### config.mk
export PLATFORM = sky130hd
export DESIGN_NAME = scroll_line_fetcher
export DESIGN_NICKNAME = d
export VERILOG_FILES = /design/src/rtl/scroll_line_fetcher.sv
export SDC_FILE = /design/constraint.sdc
export NUM_CORES = 1
export LEC_CHECK = 0
export CORE_ASPECT_RATIO = 0.7
export CORE_MARGIN = 2
export CORE_UTILIZATION = 61
export CTS_BUF_LIST = sky130_fd_sc_hd__clkbuf_4
export CTS_CLUSTER_DIAMETER = 60
export CTS_CLUSTER_SIZE = 20
export DETAILED_ROUTE_END_ITERATION = 10
export GPL_TIMING_DRIVEN = 0
export HOLD_SLACK_MARGIN = 0.02
export PLACE_DENSITY = 0.84
export SYNTH_ARGS = -nofsm -noshare
export SYNTH_HDL_FRONTEND = slang
export SYNTH_SLANG_ARGS = --single-unit
### constraint.sdc
create_clock -name CMD_CLK -period 8.1 [get_ports CMD_CLK]
set_clock_uncertainty 0.1 [all_clocks]
set_input_delay 1.215 -clock CMD_CLK [delete_from_list [all_inputs] [get_ports CMD_CLK]]
set_output_delay 1.215 -clock CMD_CLK [all_outputs]
set_load 0.03 [all_outputs]
### src/rtl/scroll_line_fetcher.sv
// Turns per-frame scroll offsets into one burst-aligned DDR3 read sequence per display line.
// Optional `SCROLL_FETCH_VWRAP_EN: rows past the bitmap bottom wrap to the top instead of clamping.
module scroll_line_fetcher #(
  parameter int ADDR_SIZE  = 29,
  parameter int PIX_SHIFT  = 1,
  parameter int BURST_LOG2 = 4
) (
  input  logic                  CMD_CLK,
  input  logic                  reset,
  input  logic                  VID_xena_in,
  input  logic                  VID_yena_in,
  input  logic [ADDR_SIZE-1:0]  DISP_bitmap_base,
  input  logic [15:0]           DISP_bitmap_width,
  input  logic [15:0]           DISP_bitmap_height,
  input  logic [13:0]           DISP_xsize,
  input  logic [13:0]           DISP_ysize,
  input  logic signed [13:0]    scroll_xpos,
  input  logic signed [13:0]    scroll_ypos,
  input  logic                  CMD_busy,
  output logic                  CMD_ena,
  output logic [ADDR_SIZE-1:0]  CMD_addr,
  output logic                  CMD_buf_sel,
  output logic [9:0]            CMD_word_idx,
  output logic                  frame_start,
  output logic                  fetch_late
);

  localparam logic [1:0] S_IDLE = 2'd0;
  localparam logic [1:0] S_MUL1 = 2'd1;
  localparam logic [1:0] S_MUL2 = 2'd2;
  localparam logic [1:0] S_REQ  = 2'd3;

  logic [1:0]           state;
  logic                 xena_dl, yena_dl, hs, act, frame_ok;
  logic [13:0]          xs, ys;
  logic [14:0]          line;
  logic                 bank;
  logic [16:0]          row_q;
  logic [15:0]          wid_q;
  logic [17:0]          rem;

  logic                 hs_d, trig;
  logic [14:0]          line_nx;
  logic [16:0]          row_raw, row_fix;
  logic [32:0]          prod;
  logic [33:0]          pix;
  logic [ADDR_SIZE-1:0] byte_addr, start_addr;
  logic [17:0]          span, nwords;

  assign hs_d    = VID_xena_in & ~xena_dl;
  assign line_nx = line + 15'd1;
  // Active-line fetches need a prior frame snapshot, so nothing is fetched straight out of reset.
  assign trig    = hs & (frame_start | (act & frame_ok & (line_nx < {1'b0, DISP_ysize})));
  assign row_raw = {3'b000, ys} + {2'b00, line};

  always_comb begin
    row_fix = row_raw;
    if (row_raw >= {1'b0, DISP_bitmap_height}) begin
`ifdef SCROLL_FETCH_VWRAP_EN
      row_fix = row_raw - {1'b0, DISP_bitmap_height};
`else
      row_fix = {1'b0, DISP_bitmap_height - 16'd1};
`endif
    end
  end

  assign prod       = 33'(row_q) * 33'(wid_q);
  assign pix        = 34'(prod) + 34'(xs);
  assign byte_addr  = DISP_bitmap_base + ADDR_SIZE'(pix << PIX_SHIFT);
  assign start_addr = {byte_addr[ADDR_SIZE-1:BURST_LOG2], BURST_LOG2'(0)};
  // Leading misalignment bytes plus the line payload, rounded up to whole bursts.
  assign span       = 18'(byte_addr[BURST_LOG2-1:0]) + (18'(DISP_xsize) << PIX_SHIFT)
                    + 18'((1 << BURST_LOG2) - 1);
  assign nwords     = span >> BURST_LOG2;

  always_ff @(posedge CMD_CLK) begin
    if (reset) begin
      state        <= S_IDLE;
      xena_dl      <= 1'b0;
      yena_dl      <= 1'b0;
      hs           <= 1'b0;
      act          <= 1'b0;
      frame_ok     <= 1'b0;
      frame_start  <= 1'b0;
      fetch_late   <= 1'b0;
      xs           <= '0;
      ys           <= '0;
      line         <= '0;
      bank         <= 1'b0;
      row_q        <= '0;
      wid_q        <= '0;
      rem          <= '0;
      CMD_ena      <= 1'b0;
      CMD_addr     <= '0;
      CMD_buf_sel  <= 1'b0;
      CMD_word_idx <= '0;
    end else begin
      xena_dl     <= VID_xena_in;
      hs          <= hs_d;
      frame_start <= hs_d & ~VID_yena_in & yena_dl;
      act         <= hs_d & VID_yena_in;
      if (hs_d) yena_dl <= VID_yena_in;

      if (frame_start) begin
        xs       <= scroll_xpos[13] ? 14'd0 : scroll_xpos;
        ys       <= scroll_ypos[13] ? 14'd0 : scroll_ypos;
        line     <= '0;
        bank     <= 1'b0;
        frame_ok <= 1'b1;
      end else if (act) begin
        line <= line_nx;
        bank <= ~bank;
      end

      if (trig) begin
        if (state != S_IDLE) fetch_late <= 1'b1;
        state   <= S_MUL1;
        CMD_ena <= 1'b0;
      end else begin
        case (state)
          S_MUL1: begin
            row_q <= row_fix;
            wid_q <= DISP_bitmap_width;
            state <= S_MUL2;
          end
          S_MUL2: begin
            CMD_addr     <= start_addr;
            CMD_word_idx <= '0;
            CMD_buf_sel  <= bank;
            rem          <= nwords;
            CMD_ena      <= (nwords != 18'd0);
            state        <= (nwords != 18'd0) ? S_REQ : S_IDLE;
          end
          S_REQ: begin
            if (!CMD_busy) begin
              CMD_addr     <= CMD_addr + ADDR_SIZE'(1 << BURST_LOG2);
              CMD_word_idx <= CMD_word_idx + 10'd1;
              rem          <= rem - 18'd1;
              if (rem == 18'd1) begin
                state   <= S_IDLE;
                CMD_ena <= 1'b0;
              end
            end
          end
          default: state <= S_IDLE;
        endcase
      end
    end
  end

endmodule

==> results of run 1 <==
==> area by class of cell <==
| cell class | count | share of cell area, % |
|---|---|---|
| inverter | 349 | 6.362 |
| tap | 378 | 2.297 |
| clock buffer | 18 | 0.6563 |
| sequential | 138 | 13.68 |
| buffer | 91 | 2.443 |
| clock inverter | 13 | 0.5773 |
| timing repair buffer | 160 | 7.766 |
| antenna | 6 | 0.07292 |
| multi-input combinational | 1649 | 66.14 |
==> power groups by stage <==
| stage | logic, mW | clock network [mW] | registers, mW |
|---|---|---|---|
| final | 0.183 | 0.457 | 0.680 |
| after CTS | 0.178 | 0.456 | 0.683 |
| after global placement | 0.174 | 0 | 0.698 |
| after global routing | 0.196 | 0.483 | 0.681 |
| after detailed placement | 0.177 | 0 | 0.698 |
| after floorplan | 0.0788 | 0 | 0.697 |
==> layer usage <==
metal	track usage, %	up-vias	wire [µm]
met3	8.923	123	6513
li1	-	7631	-
met1	51.66	8028	23560
met2	54.27	909	23380
met4	10.39	0	1524
met5	0.3135	-	0
==> state kept, by name, summed over array words and instances (netlist names), 2 cells and up <==
name	count
state	2
xs	13
row_q	16
rem	18
line	15
CMD_addr	25
CMD_word_idx	10
wid_q	16
ys	13
==> critical path: stages, from the launching register on <==
cell and delay (ns):
dfxtp_4 0.48, clkbuf_4 0.28, nand2_1 0.10, fa_1 0.50
fa_1 0.53, inv_1 0.05, fa_1 0.46, fa_1 0.51
fa_1 0.56, inv_1 0.07, fa_1 0.55, inv_1 0.06
ha_1 0.35, a21o_1 0.20, a21oi_2 0.26, o21a_1 0.17
o31a_1 0.33, xnor2_2 0.15, ha_2 0.39, and3_1 0.21
nand2_1 0.06, or2_2 0.30, o21a_1 0.23, o22ai_2 0.21
a221oi_2 0.10, and3_1 0.19, or3_1 0.33
==> repair_timing <==
action	4_1_cts	5_1_grt
cloned	0	0
pin swaps	0	1
endpoints found under the setup margin	7	7
resized for setup	46	88
setup buffers	0	1
==> cells in the final DEF (no fill, tap or decap), types with 9 or more instances in the layout <==
cell | netlist | layout
nand4_1 | 27 | 27
o22ai_1 | 10 | 9
buf_2 | 8 | 11
nand3_1 | 47 | 47
a21oi_1 | 107 | 105
fa_1 | 204 | 204
clkdlybuf4s50_1 | 0 | 159
o211ai_1 | 18 | 18
xor2_1 | 50 | 50
a211oi_1 | 34 | 34
xnor2_1 | 70 | 68
nand2b_1 | 11 | 11
a22o_1 | 17 | 17
clkbuf_1 | 72 | 37
buf_4 | 8 | 17
inv_1 | 348 | 348
o21ai_0 | 77 | 75
dfxtp_1 | 138 | 110
nor3_1 | 24 | 21
or3_1 | 14 | 14
dfxtp_2 | 0 | 20
clkbuf_4 | 0 | 31
nand2_1 | 300 | 300
and3_1 | 24 | 24
o21a_1 | 17 | 17
a31oi_1 | 11 | 11
a21o_1 | 31 | 31
nor2_1 | 133 | 133
ha_1 | 176 | 174
nor4_1 | 12 | 12
and2_1 | 126 | 126
==> cell families (layout without fill, tap and decap cells) <==
kind of cell / Yosys count / after routing / synth area share, %
adder cells (fa/ha/maj): 380 / 380 / 34.86
AO/OA/AOI/OAI: 388 / 388 / 14.03
buffers and inverters: 444 / 631 / 9.632
flip-flops: 138 / 138 / 15.32
multiplexers: 6 / 6 / 0.3400
XOR/XNOR: 120 / 120 / 5.829
AND/OR/NAND/NOR: 751 / 751 / 19.97
other: 1 / 10 / 0.02080
==> worst max-delay path by stage <==
stage,start,end,slack (ns),depth (start not counted)
after floorplan,wid_q[9],CMD_addr[26],0.69,32
after global placement,wid_q[7],CMD_addr[28],-0.42,27
after detailed placement,wid_q[7],CMD_addr[28],-0.56,27
after CTS,wid_q[6],CMD_addr[26],0.004,29
after global routing,wid_q[6],CMD_addr[26],-0.07,28
final,wid_q[8],CMD_addr[28],0.27,26
==> impl_metrics.csv, run 1 <==
group,metric,value,unit
outcome,status,"complete, no violations",
floorplan,coreArea,29020,µm²
yosys,syn_area_per_cell,8.092,µm²
setup_path,crit_fanout,10,
final_layout,regArea,2818,µm²
final_layout,multi_input_area,13620,µm²
floorplan,initial_core_util,62.13,%
final_layout,final_cells,2802,
place,place_area,20110,µm²
clocking,cts_max_level,4,
yosys,postSynth.asyncResetShare,0,%
timing,fmax,127.7,MHz
power_and_ir_drop,p_per_area,64.10,nW/µm²
power_and_ir_drop,p_int,924.3,µW
routing,wl,54.97,mm
power_and_ir_drop,ir_drop,0.1374,mV
final_layout,fin_util,70.96,%
job,cap_violations,0,
global_route,grt_max_degree,17,
timing,worst_pin_slew,0.9392,ns
yosys,netlist_instances,2228,
yosys,syn_area,18030,µm²
worst_hold_path,hold_path.class,"reg2reg",
power_and_ir_drop,finalPower,1.320,mW
floorplan,die_h,147.8,µm
place,portBuffers,159,
power_and_ir_drop,pwr-share-clk,34.6,%
clocking,clkSlewWorstSetupHoldPaths,0.15,ns
setup_path,crit_type,"reg2reg",
timing,setup_viol_count_final,0,
floorplan,die_x,209.5,µm
setup_path,reg2reg_depth,26,
floorplan,row_count,52,
timing,layout_worst_path_cycle_share,96.70,%
clocking,cts_hold_buffers,0,
final_layout,drive_above_1_share,5.831,%
worst_hold_path,min_from,"xena_dl",
yosys,synth_edf_count,0,
timing,fin_ws,0.2675,ns
power_and_ir_drop,p_leak,9.699,nW
clocking,cts_buffers,17,
floorplan,io_pins,165,
timing,finalCriticalPeriod,7.833,ns
final_layout,fin_area,20590,µm²
routing,avgViaCountPerCell,5.957,
clocking,clk_latency,0.64,ns
worst_hold_path,whs_path_depth,1,
power_and_ir_drop,combPwrFrac,13.8,%
routing,dr.pass1.iters,8,
setup_path,cp.required,8.55,ns
yosys,synthFlopType,"dfxtp_1",
final_layout,nets,2908,
floorplan,die-area,30970,µm²
global_route,grt_antenna_before_repair,5,
yosys,synthTopCellsByArea,"fa_1 (23%), dfxtp_1 (15%), ha_1 (12%)",
yosys,synth_most_common_cell,"inv_1",
yosys,synth_common_cells,"inv_1 (348), nand2_1 (300), fa_1 (204)",
global_route,grt_pass1_wl,86.97,mm
yosys,ys_seq_area_share,15.32,%
routing,wire_per_inst,19.62,µm
yosys,yosys.area.top_type,"fa_1",
place,dp.cells,2768,
global_route,grt_pass1_vias,16430,
global_route,track_usage,36.07,%
routing,ant_nets,0,
place,hpwl,44.80,mm
setup_path,cp_data_arrival_time,8.28,ns
timing,tns,0,ns
timing,hold_ws,0.3602,ns
routing,drtIter0Drc,1850,
power_and_ir_drop,p_seq_share,51.5,%
timing,slew_headroom,37.38,%
final_layout,areaGrowthSynthToFinish,14.20,%
setup_path,r2r_end,"CMD_addr[28]",
worst_hold_path,hold-path-endpoint,"hs",
timing,rsz0062_at_grt,"yes",
yosys,yosys_warnings,0,
final_layout,fill_cells,2347,
routing,vias,16690,
setup_path,worstSetupEndpointType,"register",
timing,slew_viol_final,0,
power_and_ir_drop,p_sw_share,29.97,%
clocking,root_buffer,"clkbuf_4",
place,place.gp.congestion,0.9608,
clocking,cts_buffer_depth,2,
yosys,ys_ff_latch,138,
global_route,overflow,0,
setup_path,rr_startpoint,"wid_q[8]",
yosys,synth_top_area_share,22.65,%
setup_path,crit_path_start_kind,"register",
yosys,synth_cell_types,72,
clocking,cts_tree,"yes",
power_and_ir_drop,switchingPower,395.5,µW
clocking,cts_sinks,138,
routing,drc,0,
place,dpl_worst_slack,-0.5644,ns
setup_path,r2r_slack,0.27,ns
timing,hold_violations,0,
Power figures use the tool's default switching activity.
==> run 2, diff against run 1 <==
SETUP_SLACK_MARGIN = 0.02   (was not set)
clock period = 8.7 ns   (was 8.1 ns; I/O delays follow)
==> impl_metrics.csv, run 2 (synthesis gave the netlist of run 1 again) <==
group,metric,value,unit
setup_path,cp_data_arrival_time,8.86,ns
final_layout,nets,2908,
setup_path,r2r_end,"CMD_addr[28]",
timing,rsz0062_at_grt,"no",
final_layout,fin_area,20400,µm²
power_and_ir_drop,p_per_area,60.44,nW/µm²
timing,hold_violations,0,
timing,worst_pin_slew,0.9452,ns
power_and_ir_drop,p_seq_share,51.6,%
timing,finalCriticalPeriod,8.407,ns
floorplan,die_h,147.8,µm
clocking,clk_latency,0.65,ns
final_layout,drive_above_1_share,3.970,%
clocking,cts_max_level,4,
timing,slew_headroom,36.98,%
floorplan,row_count,52,
clocking,cts_tree,"yes",
place,portBuffers,159,
setup_path,r2r_slack,0.29,ns
routing,drc,2,
floorplan,die-area,30970,µm²
power_and_ir_drop,combPwrFrac,13.7,%
final_layout,top_regs,"CMD_addr: 25 flops, rem: 18 flops",
place,dpl_worst_slack,0.03558,ns
outcome,status,"complete, but fails checks",
setup_path,cp-endpoint,"CMD_addr[28]",
power_and_ir_drop,switchingPower,370.3,µW
routing,ant_nets,0,
power_and_ir_drop,p_leak,9.607,nW
setup_path,crit_fanout,10,
clocking,cts_buffer_depth,2,
worst_hold_path,hold_path.class,"reg2reg",
global_route,grt_pass1_wl,86.91,mm
timing,tns,0,ns
final_layout,final_cell_mix,"inv_1 (348), nand2_1 (300), fa_1 (204)",
final_layout,areaGrowthSynthToFinish,13.16,%
power_and_ir_drop,p_sw_share,30.02,%
global_route,grt_pass1_vias,16430,
global_route,grt_antenna_before_repair,5,
clocking,clkSlewWorstSetupHoldPaths,0.16,ns
timing,fin_ws,0.2930,ns
routing,wl,54.59,mm
global_route,overflow,0,
timing,slew_viol_final,0,
clocking,cts_sinks,138,
clocking,root_buffer,"clkbuf_4",
routing,dr.pass1.iters,10,
power_and_ir_drop,pwr-share-clk,34.7,%
power_and_ir_drop,ir_drop,0.1272,mV
setup_path,crit_type,"reg2reg",
job,cap_violations,0,
setup_path,crit_path_start_kind,"register",
final_layout,largest_reg_flops,25,
routing,drtIter0Drc,1816,
outcome,violations,"design-rule violations",
timing,setup_viol_count_final,0,
final_layout,top_register,"CMD_addr",
place,place.gp.congestion,0.9608,
place,hpwl,44.80,mm
timing,layout_worst_path_cycle_share,96.63,%
routing,vias,16580,
floorplan,die_x,209.5,µm
floorplan,coreArea,29020,µm²
power_and_ir_drop,p_int,862.9,µW
setup_path,rr_startpoint,"row_q[2]",
timing,fmax,118.9,MHz
routing,wire_per_inst,19.48,µm
floorplan,io_pins,165,
place,place_area,20110,µm²
setup_path,reg2reg_depth,25,
setup_path,cp.required,9.15,ns
setup_path,worstSetupEndpointType,"register",
clocking,cts_buffers,17,
final_layout,final_common_cell,"inv_1",
global_route,track_usage,36.06,%
clocking,cts_setup_buffers,0,
setup_path,startpoint,"row_q[2]",
floorplan,initial_core_util,62.13,%
worst_hold_path,min_from,"xena_dl",
routing,avgViaCountPerCell,5.916,
global_route,grt_max_degree,17,
run 2: changes by cell type in the layout (fill, tap and decap cells not counted), moves of 3 or more:
| cell | before | now |
|---|---|---|
| dfxtp_1 | 110 | 132 |
| clkbuf_2 | 7 | 21 |
| dfxtp_2 | 20 | 6 |
| clkbuf_4 | 31 | 19 |
| buf_4 | 17 | 8 |
| dfxtp_4 | 8 | 0 |
| clkbuf_1 | 37 | 44 |
| nor3_1 | 21 | 24 |
| nor3_2 | 3 | 0 |
run 2: metrics by stage:
stage	hold slack [ns]	std cells	utilization [%]	power [mW]
after detailed placement	0.3407	2768	69.29	0.8146
final	0.3610	2802	70.31	1.233
after global placement	0.3208	2768	69.29	0.8114
after CTS	0.3607	2798	70.16	1.226
after global routing	0.3971	2802	70.31	1.268
after floorplan	0.3073	2231	-	0.7227
run 2: what timing repair did:
item	4_1_cts	5_1_grt
hold buffers	0	0
resized for setup	2	56
pin swaps	0	0
setup endpoints to repair	1	3
gates cloned	0	0
run 2: worst min path at each step:
stage               to  slack, ns  cells after the start
floorplan           hs       0.31                      1
global placement    hs       0.32                      1
detailed placement  hs       0.34                      1
CTS                 hs       0.36                      1
global route        hs       0.40                      1
finish              hs       0.36                      1
run 2: per-layer routing:
metal / up-vias / GRT usage, % / wire length [µm]
li1: 7640 / - / -
met1: 7928 / 51.76 / 23600
met2: 899 / 53.92 / 23110
met3: 111 / 8.732 / 6439
met4: 0 / 11.03 / 1453
met5: - / 0.3135 / 0
run 2: power groups by stage:
stage               sequential (mW)  clock, mW  combinational, mW
floorplan                     0.649          0             0.0734
global placement              0.650          0              0.162
detailed placement            0.650          0              0.165
CTS                           0.636      0.424              0.166
global route                  0.637      0.449              0.182
finish                        0.636      0.428              0.169
run 2: area by class of cell:
class	instances	area, µm²
multi-input cells	1649	13540
fillers	2377	8615
flip-flops and latches	138	2770
repair buffers	159	1592
inverters	349	1310
well taps	378	473.0
plain buffers	92	447.9
clock buffers	18	135.1
clock inverters	13	118.9
diodes	6	15.01
run 2: critical path, cell delays in order, from the launching register on:
cell      delay [ns]
dfxtp_1         0.54
buf_1           0.50
and2_1          0.23
fa_1            0.45
fa_1            0.53
fa_1            0.54
fa_1            0.46
fa_1            0.53
inv_1           0.07
fa_1            0.55
inv_1           0.05
ha_1            0.35
a21o_1          0.18
a21oi_1         0.36
o21a_1          0.19
o31a_1          0.30
xnor2_1         0.20
ha_1            0.40
and3_1          0.23
nand2_1         0.06
or2_2           0.30
o21a_1          0.24
o22ai_1         0.29
a221oi_1        0.15
and3_1          0.20
or3_1           0.33
